===== src/rtl/fp_serial_tx.sv =====
// Serial output stage for the 12-bit-to-float converter: buffers packed
// {sign, exp, sig} words in a small FIFO and shifts each one out MSB-first.
module fp_serial_tx #(
    parameter int DEPTH = 4,
    parameter int CNT_W = $clog2(DEPTH) + 1
) (
    input  logic             clk,
    input  logic             rst,
    input  logic             in_valid,
    input  logic             in_sign,
    input  logic [2:0]       in_exp,
    input  logic [3:0]       in_sig,
    output logic             in_ready,
    output logic             ser_out,
    output logic             ser_frame,
    output logic             ser_done,
    output logic [CNT_W-1:0] level,
    output logic             drop_flag
);

    localparam int PTR_W = $clog2(DEPTH);

    typedef enum logic [1:0] {
        IDLE  = 2'd0,
        SHIFT = 2'd1,
        GAP   = 2'd2
    } state_t;

    state_t           state;
    logic [7:0]       mem [DEPTH];
    logic [PTR_W-1:0] wptr;
    logic [PTR_W-1:0] rptr;
    logic [7:0]       shreg;
    logic [2:0]       bitcnt;
    logic             full;
    logic             push;
    logic             pop;

    // A full FIFO refuses a push even if the transmitter pops in the same cycle.
    assign full     = (level == CNT_W'(DEPTH));
    assign in_ready = !full && !rst;
    assign push     = in_valid && in_ready;
    assign pop      = (state == IDLE) && (level != '0);

    assign ser_frame = (state == SHIFT);
    assign ser_out   = (state == SHIFT) && shreg[7];
    assign ser_done  = (state == GAP);

    always_ff @(posedge clk) begin
        if (push) begin
            mem[wptr] <= {in_sign, in_exp, in_sig};
        end
    end

    always_ff @(posedge clk) begin
        if (rst) begin
            wptr      <= '0;
            level     <= '0;
            drop_flag <= 1'b0;
        end else begin
            if (push) begin
                wptr <= wptr + PTR_W'(1);
            end
            if (in_valid && !in_ready) begin
                drop_flag <= 1'b1;
            end
            case ({push, pop})
                2'b10:   level <= level + CNT_W'(1);
                2'b01:   level <= level - CNT_W'(1);
                default: level <= level;
            endcase
        end
    end

    // Transmitter: one IDLE cycle to pop, eight SHIFT cycles, one GAP cycle.
    always_ff @(posedge clk) begin
        if (rst) begin
            state  <= IDLE;
            rptr   <= '0;
            shreg  <= '0;
            bitcnt <= '0;
        end else begin
            case (state)
                IDLE: begin
                    if (level != '0) begin
                        shreg  <= mem[rptr];
                        rptr   <= rptr + PTR_W'(1);
                        bitcnt <= 3'd7;
                        state  <= SHIFT;
                    end
                end
                SHIFT: begin
                    shreg  <= {shreg[6:0], 1'b0};
                    bitcnt <= bitcnt - 3'd1;
                    if (bitcnt == 3'd0) begin
                        state <= GAP;
                    end
                end
                GAP: begin
                    state <= IDLE;
                end
                default: begin
                    state <= IDLE;
                end
            endcase
        end
    end

endmodule


===== config.mk =====
export PLATFORM = sky130hd
export DESIGN_NAME = fp_serial_tx
export DESIGN_NICKNAME = d
export VERILOG_FILES = /design/src/rtl/fp_serial_tx.sv
export SDC_FILE = /design/constraint.sdc
export NUM_CORES = 1
export LEC_CHECK = 0
export ABC_AREA = 1
export ABC_CLOCK_PERIOD_IN_PS = 1900
export CAP_MARGIN = 20
export CORE_ASPECT_RATIO = 0.5
export CORE_MARGIN = 2
export CORE_UTILIZATION = 57
export CTS_BUF_LIST = sky130_fd_sc_hd__clkbuf_16
export CTS_CLUSTER_SIZE = 16
export DETAILED_ROUTE_END_ITERATION = 8
export PLACE_DENSITY = 0.78
export SYNTH_ARGS = -nofsm -noshare
export SYNTH_HDL_FRONTEND = slang
export SYNTH_SLANG_ARGS = --single-unit

===== constraint.sdc =====
create_clock -name clk -period 1.9 [get_ports clk]
set_input_delay 0.19 -clock clk [delete_from_list [all_inputs] [get_ports clk]]
set_output_delay 0.19 -clock clk [all_outputs]
set_load 0.05 [all_outputs]

==> metrics.md, run 1 <==
| Metric | Value |
|---|---|
| WL/cell | 13.2 um |
| Crit Path Class | register to output port |
| Skew-Pair Late Insertion Delay | a little under 300 ps |
| Clock tree from TritonCTS | built |
| Synth Register Bits | 55 |
| Vias | 1767 |
| TritonCTS buffer count | 5 |
| Final Slew Violations | 0 |
| Crit start category | register |
| Synth unique cells | 27 |
| Share of layout cells above drive strength 1 | a little under an eighth |
| Setup TNS | 0 ps |
| CP max stage delay | slightly above 800 ps |
| Post-CTS Hold Fix Bufs | 0 |
| Final Routed Wirelength | between 4 and 5 mm |
| Antenna Cells | 0 |
| Mean post-synth cell area | 9.44 sq um |
| Max Root-Sink Buffers | 2 |
| Final Hold Vio Count | 0 |
| Slowest cell on crit path | clkdlybuf4s50_1 |
| VDD IR max | between 900 and 1000 uV |
| Fmax | between 500 and 600 MHz |
| Final setup violation count | 0 |
| CP required | 1710 ps |
| DRC | 0 |
| Port bufs | 18 |
| Die area | between 4000 and 5000 sq um |
| Antenna Nets Post-Route | 0 |
| Worst rel slew slack | between 60% and 70% |
| Critical path cell sequence | inv_1, nor2_1, clkdlybuf4s50_1 |
| Clk pwr share | around a fifth |
| Top Ports | 19 |
| Switching share of power | between 30% and 40% |
| RSZ-0062 raised after global routing | no |
| Comb power frac | between 40% and 50% |
| Worst Path Arrival | 1560 ps |
| Slew @ Worst Pin | 530 ps |
| Pre-antenna DRT Iters | 4 |
| Hpwl dp | roughly 3.0 mm |
| Period utilisation layout | between 90% and 100% |
| GPL Wtd Cong | roughly 0.79 |
| Routed vias/inst | 5.17 |
| Initial Util | between 60% and 70% |
| Yosys warning total | 0 |
| PD cells | ~1500 nW/um^2 |
| Root Driver | clkbuf_16 |
| Worst min path class | register to register |
| Initial DRC Count | 99 |
| Synth Cell Area | roughly 2400 sq um |
| DIE HEIGHT | between 50 and 60 um |
| Int Pwr | 0.00268 W |
| Flop pwr share | 35.8% |
| Number of global-route vias before repair | approximately 1800 |
| Syn Inst Count | approximately 260 |
| CP endpoint kind | output port |
| Global Route Usage Sum | ~21% |
| Peak fanout along the critical path | 2 |
| Htree depth | 2 |
| Core area | between 4000 and 5000 sq um |
| Post-Route Skew | ~4.6 ps |
| Filler cells | 292 |
| Largest net degree at the start of global routing | 18 |
| Clock sink count | 55 |
| Syn_nets | ~280 |
| Post-route worst setup slack | between 150 and 200 ps |
| GR Overflow Total | 0 |
| Worst-path clk slew | 60 ps |
| CTS-repair resized insts | 0 |
| Layout Nets | around 300 |
| Layout Area Growth over Synthesis | 17.2% |
| First-pass GRT wire length | between 7 and 8 mm |
| Sw power | between 0.0015 and 0.002 W |
| Dpl ws | -18.8 ps |
| Register area share after synthesis | 58.1% |
| Status | finished, final reports clean |
| Die Width | about 97 um |
| Commonest cells after routing, fill and taps aside | nand2_1 (71), nor2_1 (34), edfxtp_1 (32) |
| Static leakage | roughly 1.2 nW |
| Setup Buffers After CTS | 0 |
| Post-route minimum period | about 1700 ps |
| Initial antenna violation count | 0 |
| Commonest non-fill, non-tap cell in the layout | nand2_1 |
| Max-cap violation count | 0 |
| # rows | 16 |
cell usage after synthesis:
cell type	instances	share of area (%)
inv_8	1	0.46
nor2_2	1	0.26
nand3b_1	6	1.8
nand3_1	15	3.1
ha_1	7	3.6
xor2_1	1	0.36
buf_8	1	0.61
inv_2	1	0.15
nand2_2	3	0.77
buf_12	1	0.82
inv_1	26	4.0
nand2_1	71	11
a21oi_2	1	0.36
buf_6	3	1.4
o21bai_1	1	0.31
nor3_1	1	0.20
nand3_2	1	0.41
buf_4	1	0.31
dfxtp_1	23	19
o21ai_0	7	1.4
a21oi_1	15	3.1
o21ai_1	1	0.20
nor2_1	34	5.2
fa_1	1	0.82
nand3_4	1	0.72
buf_2	3	0.61
edfxtp_1	32	39
per-stage QoR:
step	power, W	utilization, %	std cells	hold WS [ps]	instance area [sq um]
4_1_cts	0.00447	71.6	342	463	2870
5_1_grt	0.00477	71.6	342	489	2870
3_3_place_gp	0.00349	68.1	334	447	2730
6_report	0.00444	71.6	342	471	2870
3_5_place_dp	0.00357	68.1	334	452	2730
2_1_floorplan	0.00316	-	259	257	2450
cell families (layout without fill, tap and decap cells):
family	Yosys count	count (layout)	synth area share (%)
AO/OA/AOI/OAI	25	25	5.37
XOR/XNOR	1	1	0.358
flip-flops	55	55	58.1
adder cells (fa/ha/maj)	8	8	4.40
buffers and inverters	37	66	8.34
AND/OR/NAND/NOR	133	133	23.4
sequential cells by signal, summed over array words and instances (netlist names), named ones only:
register and count:
mem 32, rptr 2, wptr 2, shreg 8
level 3, drop_flag 1, state 2, bitcnt 3
path summary, 6_finish.rpt:
kind / from / end / slack, ps / cells past startpoint
min reg2reg: shreg[0] / shreg[0] / 470 / 2
max: state[1] / ser_done / 150 / 3
max reg2reg: state[1] / level[2] / 160 / 10
min: shreg[0] / shreg[0] / 470 / 2
layer usage:
layer | vias up | part of all wire (%) | global-route usage (%)
li1 | 890 | - | -
met1 | 819 | 45 | 24.3
met2 | 50 | 48 | 37.8
met3 | 8 | 6.2 | 5.15
met4 | 0 | 1.2 | 6.34
met5 | - | 0 | 0
area by class of cell:
type | count | area, sq um | area share, %
timing repair buffer | 30 | 300 | 10.5
tap | 54 | 67.6 | 2.36
inverter | 28 | 113 | 3.93
clock buffer | 5 | 125 | 4.37
clock inverter | 3 | 15.0 | 0.524
multi-input combinational | 167 | 820 | 28.6
sequential | 55 | 1430 | 49.7
power by group through the flow:
stage	registers [W]	clock network [W]	logic, W
after floorplan	0.00170	0	0.00146
after global placement	0.00160	0	0.00189
after detailed placement	0.00161	0	0.00195
after CTS	0.00159	0.000884	0.00199
after global routing	0.00161	0.000931	0.00223
final	0.00159	0.000866	0.00198
critical path: cells and delay by family, from the launching register on:
family                 cells  cell delay [ps]
AND/OR/NAND/NOR            1               90
buffers and inverters      2              860
flip-flops                 1              330
No activity file was read; power rests on OpenSTA's default activity.
==> run 2: changes to the inputs <==
--- a/config.mk
+++ b/config.mk
@@ -9,12 +9,13 @@
 export ABC_CLOCK_PERIOD_IN_PS = 1900
 export CAP_MARGIN = 20
 export CORE_ASPECT_RATIO = 0.5
-export CORE_MARGIN = 2
+export CORE_MARGIN = 3
 export CORE_UTILIZATION = 57
 export CTS_BUF_LIST = sky130_fd_sc_hd__clkbuf_16
 export CTS_CLUSTER_SIZE = 16
 export DETAILED_ROUTE_END_ITERATION = 8
 export PLACE_DENSITY = 0.78
+export REMOVE_ABC_BUFFERS = 1
 export SYNTH_ARGS = -nofsm -noshare
 export SYNTH_HDL_FRONTEND = slang
 export SYNTH_SLANG_ARGS = --single-unit
==> metrics.md, run 2 (synthesis gave the netlist of run 1 again) <==
| Metric | Value |
|---|---|
| Status | finished, final reports clean |
| Worst Path Arrival | 1560 ps |
| Met1 Usage GRT | 23.2% |
| Slew @ Worst Pin | ~500 ps |
| Final Slew Violations | 0 |
| Largest regs | mem (32), shreg (8) |
| Min-delay src | shreg[0] |
| Crit start category | register |
| CP endpoint kind | output port |
| Skew-Pair Late Insertion Delay | between 200 and 300 ps |
| Die area | between 5000 and 6000 sq um |
| CP required | approximately 1700 ps |
| GR Util met2 | between 30% and 40% |
| VDD IR max | 1050 uV |
| Commonest non-fill, non-tap cell in the layout | nand2_1 |
| Port bufs | 18 |
| Layout Area Growth over Synthesis | 17.9% |
| Initial Util | about three fifths |
| Global routing's busiest layer | met2 |
| Peak fanout along the critical path | 11 |
| First-pass GRT wire length | ~7.4 mm |
| TritonCTS buffer count | 5 |
| Placed Cells | between 300 and 400 |
| Largest net degree at the start of global routing | 18 |
| Commonest cells after routing, fill and taps aside | nand2_1 (71), nor2_1 (34), edfxtp_1 (32) |
| Dpl ws | -18.0 ps |
| RSZ-0062 raised after global routing | no |
| Vias | between 1500 and 2000 |
| Reg2Reg Depth | 10 |
| Non-Filler Instances | 342 |
| Post-Route Skew | between 6 and 7 ps |
| Fmax | around 570 MHz |
| Top Ports | 19 |
| Post-route worst setup slack | around 150 ps |
| Final setup violation count | 0 |
| Clock sink count | 55 |
| Die Width | ~100 um |
| Post-route minimum period | approximately 1700 ps |
| Root Driver | clkbuf_16 |
| Max reg flops | 32 |
| Hpwl dp | 3.08 mm |
| Worst min path class | register to register |
| Number of global-route vias before repair | 1617 |
| Max Root-Sink Buffers | 2 |
| Clock tree from TritonCTS | built |
| Final Core Density | between 70% and 80% |
| Pre-antenna DRT Iters | 4 |
| Crit Path Class | register to output port |
| Period utilisation layout | roughly 92% |
| Worst-path clk slew | 60 ps |
| Worst rel slew slack | ~66% |
| WHS Endpoint | shreg[0] |
| Final Routed Wirelength | roughly 4.6 mm |
| GR Overflow Total | 0 |
| Share of layout cells above drive strength 1 | a little under an eighth |
| Routed vias/inst | 5.17 |
| Reg-to-reg endpoint | level[2] |
| Global Route Usage Sum | between 10% and 20% |
| Largest Register | mem |
| Static leakage | 1.24 nW |
| Antenna Nets Post-Route | 0 |
| Filler cells | approximately 290 |
| Setup Buffers After CTS | 0 |
| GPL Wtd Cong | 0.802 |
| Max-cap violation count | 0 |
| Initial antenna violation count | 0 |
| Reg2reg setup slack | ~160 ps |
| # rows | 16 |
| Worst hold stages | 2 |
| Antenna Cells | 0 |
| WL/cell | between 10 and 15 um |
| Htree depth | 2 |
| GRT met3 Usage | ~5.6% |
| Initial DRC Count | 80 |
| Final Hold Vio Count | 0 |
| DIE HEIGHT | ~52 um |
| Layout Nets | 306 |
| FF-to-FF Start | level[0] |
| DRC | 0 |
| Core area | between 4000 and 5000 sq um |
| PD cells | about 1600 nW/um^2 |
run 2: routing by layer:
metal,share of wire (%),up-vias
met1,43,810
met5,0,-
met2,47,56
li1,-,892
met3,7.3,11
met4,1.9,0
run 2: cell type report:
type / count / area, sq um / share of cell area, %
Inverter: 28 / 113 / 3.91
Multi-Input combinational cell: 167 / 820 / 28.4
Tap cell: 54 / 67.6 / 2.34
Clock inverter: 2 / 8.76 / 0.304
Clock buffer: 6 / 150 / 5.21
Timing Repair Buffer: 30 / 300 / 10.4
Sequential cell: 55 / 1420 / 49.4
run 2: worst max path at each step:
stage               startpoint        end  slack (ps)  cells past startpoint
finish                state[1]  ser_frame         150                      4
global route          level[0]   level[2]           7                     10
CTS                   level[2]   level[2]         110                     11
detailed placement         rst   level[2]         -20                     10
global placement           rst   level[2]          40                     10
floorplan             level[2]   level[2]        -230                     11
run 2: where the power goes:
group | internal [W] | switching, W
Sequential | 0.00148 | 0.000102
Clock | 0.000562 | 0.000389
Combinational | 0.000707 | 0.00128
Total | 0.00275 | 0.00178
run 2: critical path, stage by stage, from the launching register on:
cell	delay, ps
dfxtp_1	320
inv_1	50
nand2_1	320
inv_1	330
buf_12	240
run 2: timing repair:
item,CTS,global route
hold buffers,0,0
gates resized for setup,0,3
endpoints found under the hold margin,0,0
setup endpoints to repair,0,1
run 2: through the flow:
stage / setup TNS (ps) / hold slack [ps] / total power (W) / area, sq um
floorplan: -275 / 257 / 0.00297 / 2350
global placement: 0 / 447 / 0.00349 / 2720
detailed placement: -18.0 / 454 / 0.00358 / 2720
CTS: 0 / 463 / 0.00455 / 2880
global route: 0 / 496 / 0.00488 / 2880
finish: 0 / 464 / 0.00453 / 2880
